File: src/rtl/sdram_port_arbiter.sv
// Two-master arbiter for the 128-bit SDRAM bridge port: port 0 high priority, port 1 starvation-protected.
// Optional build macro SDRAM_ARB_TIMEOUT_EN adds an ISSUE abort timer that drives rN_error.
module sdram_port_arbiter #(
  parameter int ADDR_W   = 26,
  parameter int DATA_W   = 128,
  parameter int BE_W     = 16,
  parameter int MAX_WAIT = 8,
  parameter int TIMEOUT  = 1023
) (
  input  logic              clk,
  input  logic              reset,
  input  logic [ADDR_W-1:0] r0_address,
  input  logic [BE_W-1:0]   r0_byte_enable,
  input  logic              r0_read,
  input  logic              r0_write,
  input  logic [DATA_W-1:0] r0_write_data,
  output logic              r0_ack,
  output logic [DATA_W-1:0] r0_read_data,
  output logic              r0_error,
  input  logic [ADDR_W-1:0] r1_address,
  input  logic [BE_W-1:0]   r1_byte_enable,
  input  logic              r1_read,
  input  logic              r1_write,
  input  logic [DATA_W-1:0] r1_write_data,
  output logic              r1_ack,
  output logic [DATA_W-1:0] r1_read_data,
  output logic              r1_error,
  output logic [ADDR_W-1:0] m_address,
  output logic [BE_W-1:0]   m_byte_enable,
  output logic              m_read,
  output logic              m_write,
  output logic [DATA_W-1:0] m_write_data,
  input  logic              m_acknowledge,
  input  logic [DATA_W-1:0] m_read_data,
  output logic              busy,
  output logic              owner,
  output logic [1:0]        dbg_state
);
  // Handshake: rN_read/rN_write are held until the one-cycle rN_ack; m_read/m_write are held
  // until the one-cycle m_acknowledge, which counts only while in ISSUE.
  typedef enum logic [1:0] {IDLE = 2'd0, ISSUE = 2'd1, DONE = 2'd2} state_e;

  localparam int SW = $clog2(MAX_WAIT + 1);
  localparam logic [SW-1:0] MAX_WAIT_C = SW'(MAX_WAIT);

  state_e            state_q, state_d;
  logic [SW-1:0]     starve_q;
  logic              owner_q;
  logic [ADDR_W-1:0] m_address_q;
  logic [BE_W-1:0]   m_byte_enable_q;
  logic              m_read_q, m_write_q;
  logic [DATA_W-1:0] m_write_data_q;
  logic [DATA_W-1:0] r0_read_data_q, r1_read_data_q;
  logic              req0, req1, grant1, sel_rd, sel_wr;
  logic              tmo_hit;

  assign req0   = r0_read | r0_write;
  assign req1   = r1_read | r1_write;
  assign grant1 = req1 & (~req0 | (starve_q >= MAX_WAIT_C));
  assign sel_rd = grant1 ? r1_read : r0_read;
  assign sel_wr = grant1 ? r1_write : r0_write;

`ifdef SDRAM_ARB_TIMEOUT_EN
  localparam logic [9:0] TMO_LAST = 10'(TIMEOUT - 1);
  logic [9:0] tmo_q;
  logic       err_q;

  assign tmo_hit = (state_q == ISSUE) && !m_acknowledge && (tmo_q == TMO_LAST);

  always_ff @(posedge clk) begin
    if (reset) begin
      tmo_q <= '0;
      err_q <= 1'b0;
    end else begin
      case (state_q)
        IDLE:    begin tmo_q <= '0; err_q <= 1'b0; end
        ISSUE:   begin tmo_q <= tmo_q + 10'd1; if (tmo_hit) err_q <= 1'b1; end
        default: ;
      endcase
    end
  end
`else
  assign tmo_hit = 1'b0;
`endif

  always_ff @(posedge clk) begin
    if (reset) state_q <= IDLE;
    else       state_q <= state_d;
  end

  always_comb begin
    state_d = state_q;
    case (state_q)
      IDLE:    if (req0 | req1) state_d = ISSUE;
      ISSUE:   if (m_acknowledge | tmo_hit) state_d = DONE;
      DONE:    state_d = IDLE;
      default: state_d = IDLE;
    endcase
  end

  always_comb begin
    busy      = (state_q != IDLE);
    r0_ack    = (state_q == DONE) && !owner_q;
    r1_ack    = (state_q == DONE) && owner_q;
    r0_error  = 1'b0;
    r1_error  = 1'b0;
`ifdef SDRAM_ARB_TIMEOUT_EN
    r0_error  = r0_ack & err_q;
    r1_error  = r1_ack & err_q;
`endif
    dbg_state = state_q;
  end

  always_ff @(posedge clk) begin
    if (reset) begin
      starve_q        <= '0;
      owner_q         <= 1'b0;
      m_address_q     <= '0;
      m_byte_enable_q <= '0;
      m_read_q        <= 1'b0;
      m_write_q       <= 1'b0;
      m_write_data_q  <= '0;
      r0_read_data_q  <= '0;
      r1_read_data_q  <= '0;
    end else begin
      case (state_q)
        IDLE: if (req0 | req1) begin
          owner_q         <= grant1;
          m_address_q     <= grant1 ? r1_address : r0_address;
          m_byte_enable_q <= grant1 ? r1_byte_enable : r0_byte_enable;
          m_write_data_q  <= grant1 ? r1_write_data : r0_write_data;
          m_read_q        <= sel_rd;
          m_write_q       <= sel_wr & ~sel_rd;  // read wins when both strobes are set
          if (grant1)
            starve_q <= '0;
          else if (req1 && starve_q < MAX_WAIT_C)
            starve_q <= starve_q + 1'b1;
        end
        ISSUE: if (m_acknowledge) begin
          m_read_q  <= 1'b0;
          m_write_q <= 1'b0;
          if (m_read_q) begin
            if (owner_q) r1_read_data_q <= m_read_data;
            else         r0_read_data_q <= m_read_data;
          end
        end else if (tmo_hit) begin
          m_read_q  <= 1'b0;
          m_write_q <= 1'b0;
          if (owner_q) r1_read_data_q <= '0;
          else         r0_read_data_q <= '0;
        end
        default: ;
      endcase
    end
  end

  assign owner         = owner_q;
  assign m_address     = m_address_q;
  assign m_byte_enable = m_byte_enable_q;
  assign m_read        = m_read_q;
  assign m_write       = m_write_q;
  assign m_write_data  = m_write_data_q;
  assign r0_read_data  = r0_read_data_q;
  assign r1_read_data  = r1_read_data_q;
endmodule
File: config.mk
export PLATFORM = sky130hd
export DESIGN_NAME = sdram_port_arbiter
export DESIGN_NICKNAME = d
export VERILOG_FILES = /design/src/rtl/sdram_port_arbiter.sv
export SDC_FILE = /design/constraint.sdc
export NUM_CORES = 1
export LEC_CHECK = 0
export CAP_MARGIN = 20
export CELL_PAD_IN_SITES_DETAIL_PLACEMENT = 1
export CELL_PAD_IN_SITES_GLOBAL_PLACEMENT = 1
export CORE_AREA = 4 4 348 350
export DETAILED_ROUTE_END_ITERATION = 6
export DIE_AREA = 0 0 352 354
export GPL_ROUTABILITY_DRIVEN = 0
export PLACE_DENSITY = 0.45
export REMOVE_ABC_BUFFERS = 1
export SYNTH_ARGS = -nofsm -noshare
export SYNTH_HDL_FRONTEND = slang
export SYNTH_SLANG_ARGS = --single-unit
export TNS_END_PERCENT = 1
File: constraint.sdc
create_clock -name clk -period 2.1 [get_ports clk]
set_input_delay 0.315 -clock clk [delete_from_list [all_inputs] [get_ports clk]]
set_output_delay 0.315 -clock clk [all_outputs]
set_load 0.02 [all_outputs]
==> results.toml, run 1 <==
[status]
status = "complete, no violations"

[global_routing]
grt_pass1_vias = 19782
grt_usage_pct = 16.21
antenna_found_initial = 36
grt_max_degree = 97
grt_pass1_wl_um = 148600
grt_remaining_overflow = 0

[setup_path]
critical_path.top_delay_family = "buffers and inverters"
crit_cells = 1
critPathSlowestCell = "clkdlybuf4s50_1"
crit_path_cell_trace = "clkdlybuf4s50_1"
slowest_delay_ns = 0.67
timing.rr.end = "m_write_data[9]"
r2r_cells = 8
reg2reg_slack_ns = 0.23
r2r-start = "dbg_state[0]"
crit_path_start_kind = "flop"
crit_arrival_ns = 1.71
crit_buf_inv = 1
crit_fanout = 2
worst-setup-path-type = "reg -> out"
critPathRequiredTime_ns = 1.78
cp-end-kind = "output port"

[timing]
setup-tns-final_ns = 0
slew_headroom_pct = 64.35
drv_slew = 0
setup_violations = 0
timing.fmax_ghz = 0.4941
setup_ws_ns = 0.07619
period_minus_slack_ns = 2.024
finalHoldViolCount = 0
rsz0062_at_grt = "false"
tightest_slew_ns = 0.5348
hold_slack_ns = 0.2335
finalClockSkew_ns = 0.01752
post-route-period-util_pct = 96.37

[yosys]
yosysMostFrequentCell = "nand2_1"
synth_edf_count = 0
syn_inst = 2117
synth.distinct_cells = 38
synthTopCellsByCount = "nand2_1, dfxtp_1, a21oi_1"
postSynthAreaPerCell_um2 = 7.826
ys_async_sr_fraction_pct = 0
netlist_area_mm2 = 0.01657
synth.ff_latch_count = 435
yosysWarningCount = 0
synthTopCellsByArea = "dfxtp_1, nand2_1, a21oi_1"
synth_top_area_cell = "dfxtp_1"
ys_seq_area_share_pct = 52.56
yosysTopAreaCellShare_pct = 52.56
synth-main-ff-cell = "dfxtp_1"

[detailed_routing]
firstDrtPassIters = 5
ant_nets = 0
drt_iter0_markers = 747
vias = 18600
drt_wl_total_um = 105700
drcViolationCount = 0
via_per_inst = 4.016
wl_per_cell_um = 22.81

[power_and_ir_drop]
power_mw = 23.49
irDropWorstVdd_uv = 660.1
pwr_density_cell_mw_per_mm2 = 774.4
leakagePower_nw = 11.07

[placed_design]
placed_area_mm2 = 0.02835
port_buffers = 908
hpwl_um = 84080
pre_cts_slack_ns = -0.2755
dp_cells = 4511

[floorplan]
die_h_um = 354
dieArea_mm2 = 0.1246
initial_core_util_pct = 14.07
boundaryPins = 911
rows = 126
core_area_mm2 = 0.1178
dieWidth_um = 352

[job]
maxCapViolCount = 0

[clock_tree]
clock_path_buffers = 3
cts_tree = "built"
cts-root-buf = "clkbuf_16"
clk_pin_slew_ns = 0.06
cts_htree_levels = 2
worstSkewPairLatency_ns = 0.63
cts_made_buffers = 59
cts_sinks = 435

[finish]
area_growth_pct = 83.05
layout-drive-gt1-share_pct = 7.715
multi_input_area_mm2 = 0.006987
regArea_mm2 = 0.008713
final_cell_area_mm2 = 0.03033
fillCellCount = 13802
instances_no_fill = 4632
fin_nets = 3516
utilization_pct = 25.75

[hold_path]
hp-start = "r0_write_data[108]"
hold_class = "in -> reg"
hold_path_depth = 3
hold_end = "m_write_data[108]"
## area by class of cell
class,count,share of cell area (%)
timing repair buffer,1042,35.38
sequential,435,28.73
multi-input combinational,1496,23.04
tap,1536,6.337
clock buffer,97,5.999
clock inverter,10,0.3631
antenna,11,0.09076
inverter,5,0.06188
## repair_timing
action,in CTS,in global routing
hold endpoints to repair,12,0
buffers inserted,0,2
cloned,0,0
pin swaps,1,1
endpoints found under the setup margin,26,14
hold buffers,1,0
gates resized for setup,29,15
## power by group
group | leakage (nW) | total [mW] | internal, mW | switching [mW]
combinational | 6.57 | 4.45 | 2.16 | 2.29
sequential | 3.55 | 8.96 | 8.68 | 0.281
clock | 0.940 | 10.1 | 5.98 | 4.09
## layer usage
metal	global-route usage, %	share of wire [%]	up-vias
met2	28.33	49	661
met3	7.799	10	135
met4	3.257	1.8	22
met1	17.89	39	8842
met5	0	0.15	-
li1	-	-	8940
## layout by cell type (no fill, tap or decap), types with 2 or more instances in the layout
master           instances
nand2_1                688
nor2_1                 174
ha_1                     2
clkinv_8                 2
inv_1                    5
diode_2                 11
clkbuf_16               59
clkinv_2                 3
buf_12                  51
conb_1                   2
nor2_4                   2
clkbuf_8                20
clkdlybuf4s50_1        871
clkinv_4                 2
nor3_1                   5
nand3_1                  3
a211oi_1               170
clkbuf_2                 2
a21oi_1                428
clkbuf_1                18
clkinvlp_4               2
buf_4                   82
dlygate4sd2_1           22
dfxtp_1                433
dlymetal6s2s_1          11
## tightest hold or removal path, delay by kind of cell
family,cells,cell delay (ns)
compound gates,1,0.05
buf+inv,1,0.39
simple gates,1,0.06
## logic make-up after synthesis
| kind of cell | after synthesis | synth area share [%] |
|---|---|---|
| simple gates | 883 | 20.51 |
| compound gates | 608 | 21.16 |
| flops | 435 | 52.56 |
| buf+inv | 187 | 5.543 |
| fa+ha+maj | 2 | 0.1510 |
| xor+xnor | 1 | 0.05287 |
| other cells | 1 | 0.02263 |
## flip-flops by register name, summed over array words and instances (netlist names)
register	flops
m_address	26
starve_q	4
dbg_state	2
r0_read_data	128
m_read	1
r1_read_data	128
m_write_data	128
owner	1
m_byte_enable	16
m_write	1
## worst max path at each step
stage	from	endpoint
final	r0_read_data[65]	r0_read_data[65]
after global placement	r1_write	m_write_data[2]
after CTS	dbg_state[0]	busy
after global routing	m_write_data[57]	m_write_data[57]
after floorplan	r1_write	owner
after detailed placement	r1_write	m_write_data[2]
No activity file was read; power rests on OpenSTA's default activity.
==> run 2: changes to the inputs <==
--- a/config.mk
+++ b/config.mk
@@ -14,6 +14,7 @@
 export GPL_ROUTABILITY_DRIVEN = 0
 export PLACE_DENSITY = 0.45
 export REMOVE_ABC_BUFFERS = 1
+export SKIP_CTS_REPAIR_TIMING = 1
 export SYNTH_ARGS = -nofsm -noshare
 export SYNTH_HDL_FRONTEND = slang
 export SYNTH_SLANG_ARGS = --single-unit
==> results.toml, run 2 (synthesis results as in run 1) <==
[setup_path]
crit_fanout = 2
r2r_cells = 7
crit_path_start_kind = "flop"
critical_path.top_delay_family = "buffers and inverters"
crit_arrival_ns = 1.73
crit_path_cell_trace = "clkdlybuf4s50_1"
critPathSlowestCell = "clkdlybuf4s50_1"
critPathRequiredTime_ns = 1.78
startpoint = "m_write_data[24]"
crit_buf_inv = 1
slowest_delay_ns = 0.74
r2r-start = "dbg_state[0]"
worst-setup-path-type = "reg -> out"
cp-end-kind = "output port"
crit_cells = 1

[floorplan]
dieArea_mm2 = 0.1246
boundaryPins = 911
initial_core_util_pct = 14.07
core_area_mm2 = 0.1178
dieWidth_um = 352
die_h_um = 354
rows = 126

[timing]
rsz0062_at_grt = "false"
timing.fmax_ghz = 0.4880
finalClockSkew_ns = 0.01706
slew_headroom_pct = 64.89
period_minus_slack_ns = 2.049
setup_violations = 0
finalHoldViolCount = 0
tightest_slew_ns = 0.5267
post-route-period-util_pct = 97.57
drv_slew = 0

[detailed_routing]
drt_iter0_markers = 728
vias = 18610
wl_per_cell_um = 22.81
drcViolationCount = 0
drt_wl_total_um = 105600
firstDrtPassIters = 5
via_per_inst = 4.020
ant_nets = 0

[global_routing]
grt_max_degree = 97
grt_pass1_vias = 19779
grt_pass1_wl_um = 148600
grt_usage_pct = 16.21
antenna_found_initial = 36
grt_remaining_overflow = 0

[status]
status = "complete, no violations"

[power_and_ir_drop]
combPwrFrac_pct = 19.0
irDropWorstVdd_uv = 658.7
power_mw = 23.50
swShare_pct = 28.35
p_int_mw = 16.84
p_seq_share_pct = 38.1
pwr_density_cell_mw_per_mm2 = 773.3
leakagePower_nw = 11.33
p_clk_share_pct = 42.9
p_sw_mw = 6.664

[placed_design]
port_buffers = 908
hpwl_um = 84080
dp_cells = 4511

[clock_tree]
cts_sinks = 435
clk_pin_slew_ns = 0.06
clock_path_buffers = 3
cts-root-buf = "clkbuf_16"
worstSkewPairLatency_ns = 0.63
cts_made_buffers = 59
cts_htree_levels = 2
cts_tree = "built"

[finish]
layout-drive-gt1-share_pct = 7.625
instances_no_fill = 4629
final_cell_mix = "clkdlybuf4s50_1, nand2_1, dfxtp_1"
fin_nets = 3513
regArea_mm2 = 0.008713
area_growth_pct = 83.44
multi_input_area_mm2 = 0.006987
layout_commonest_cell = "clkdlybuf4s50_1"
fillCellCount = 13787

[hold_path]
hp-start = "reset"
hold_class = "in -> reg"
hold_path_depth = 2

[job]
maxCapViolCount = 0
run 2: cell count changes in the layout (fill, tap and decap cells not counted):
cell             before  now
buf_4                82   80
clkbuf_2              2    1
clkdlybuf4s15_1       1    0
clkdlybuf4s50_1     871  872
dlygate4sd2_1        22    0
dlygate4sd3_1         1    0
dlymetal6s2s_1       11   34
run 2: path summary, 6_finish.rpt:
kind	endpoint	slack (ns)
worst max register to register	r1_read_data[59]	0.29
worst min register to register	r0_read_data[67]	0.45
worst min-delay path	r1_read_data[68]	0.04
worst max-delay path	m_write_data[24]	0.05
run 2: layout make-up:
cell class	count	share of cell area (%)
clock inverters	10	0.3623
multi-input cells	1496	22.99
repair buffers	1039	35.52
diodes	11	0.09057
well taps	1536	6.323
clock buffers	97	5.986
flip-flops and latches	435	28.67
inverters	5	0.06175
run 2: per-layer routing:
metal | GRT usage (%) | vias up | wire length, um
li1 | - | 8937 | -
met1 | 17.89 | 8844 | 41190
met2 | 28.32 | 669 | 51450
met3 | 7.810 | 138 | 10770
met4 | 3.257 | 22 | 2017
met5 | 0 | - | 164
run 2: power by group through the flow:
stage	Combinational, mW	Clock [mW]	Sequential, mW
final	4.46	10.1	8.96
after global routing	4.82	10.8	9.02
after CTS	4.56	10.5	8.97
after detailed placement	4.54	0	9.14
after global placement	4.55	0	9.14
after floorplan	1.20	0	9.58
run 2: through the flow:
step                hold slack, ns  setup TNS (ns)  setup slack (ns)  area [um2]  utilization [%]
floorplan                   0.3841        -1541.08            -4.747       15670                -
global placement            0.4416          -17.83           -0.2007       28350            24.07
detailed placement          0.4469          -23.47           -0.2755       28350            24.07
CTS                       -0.02521          -2.819           -0.4753       30280            25.71
global route              0.001212               0         0.0007773       30380            25.80
finish                     0.03659               0           0.05095       30390            25.81
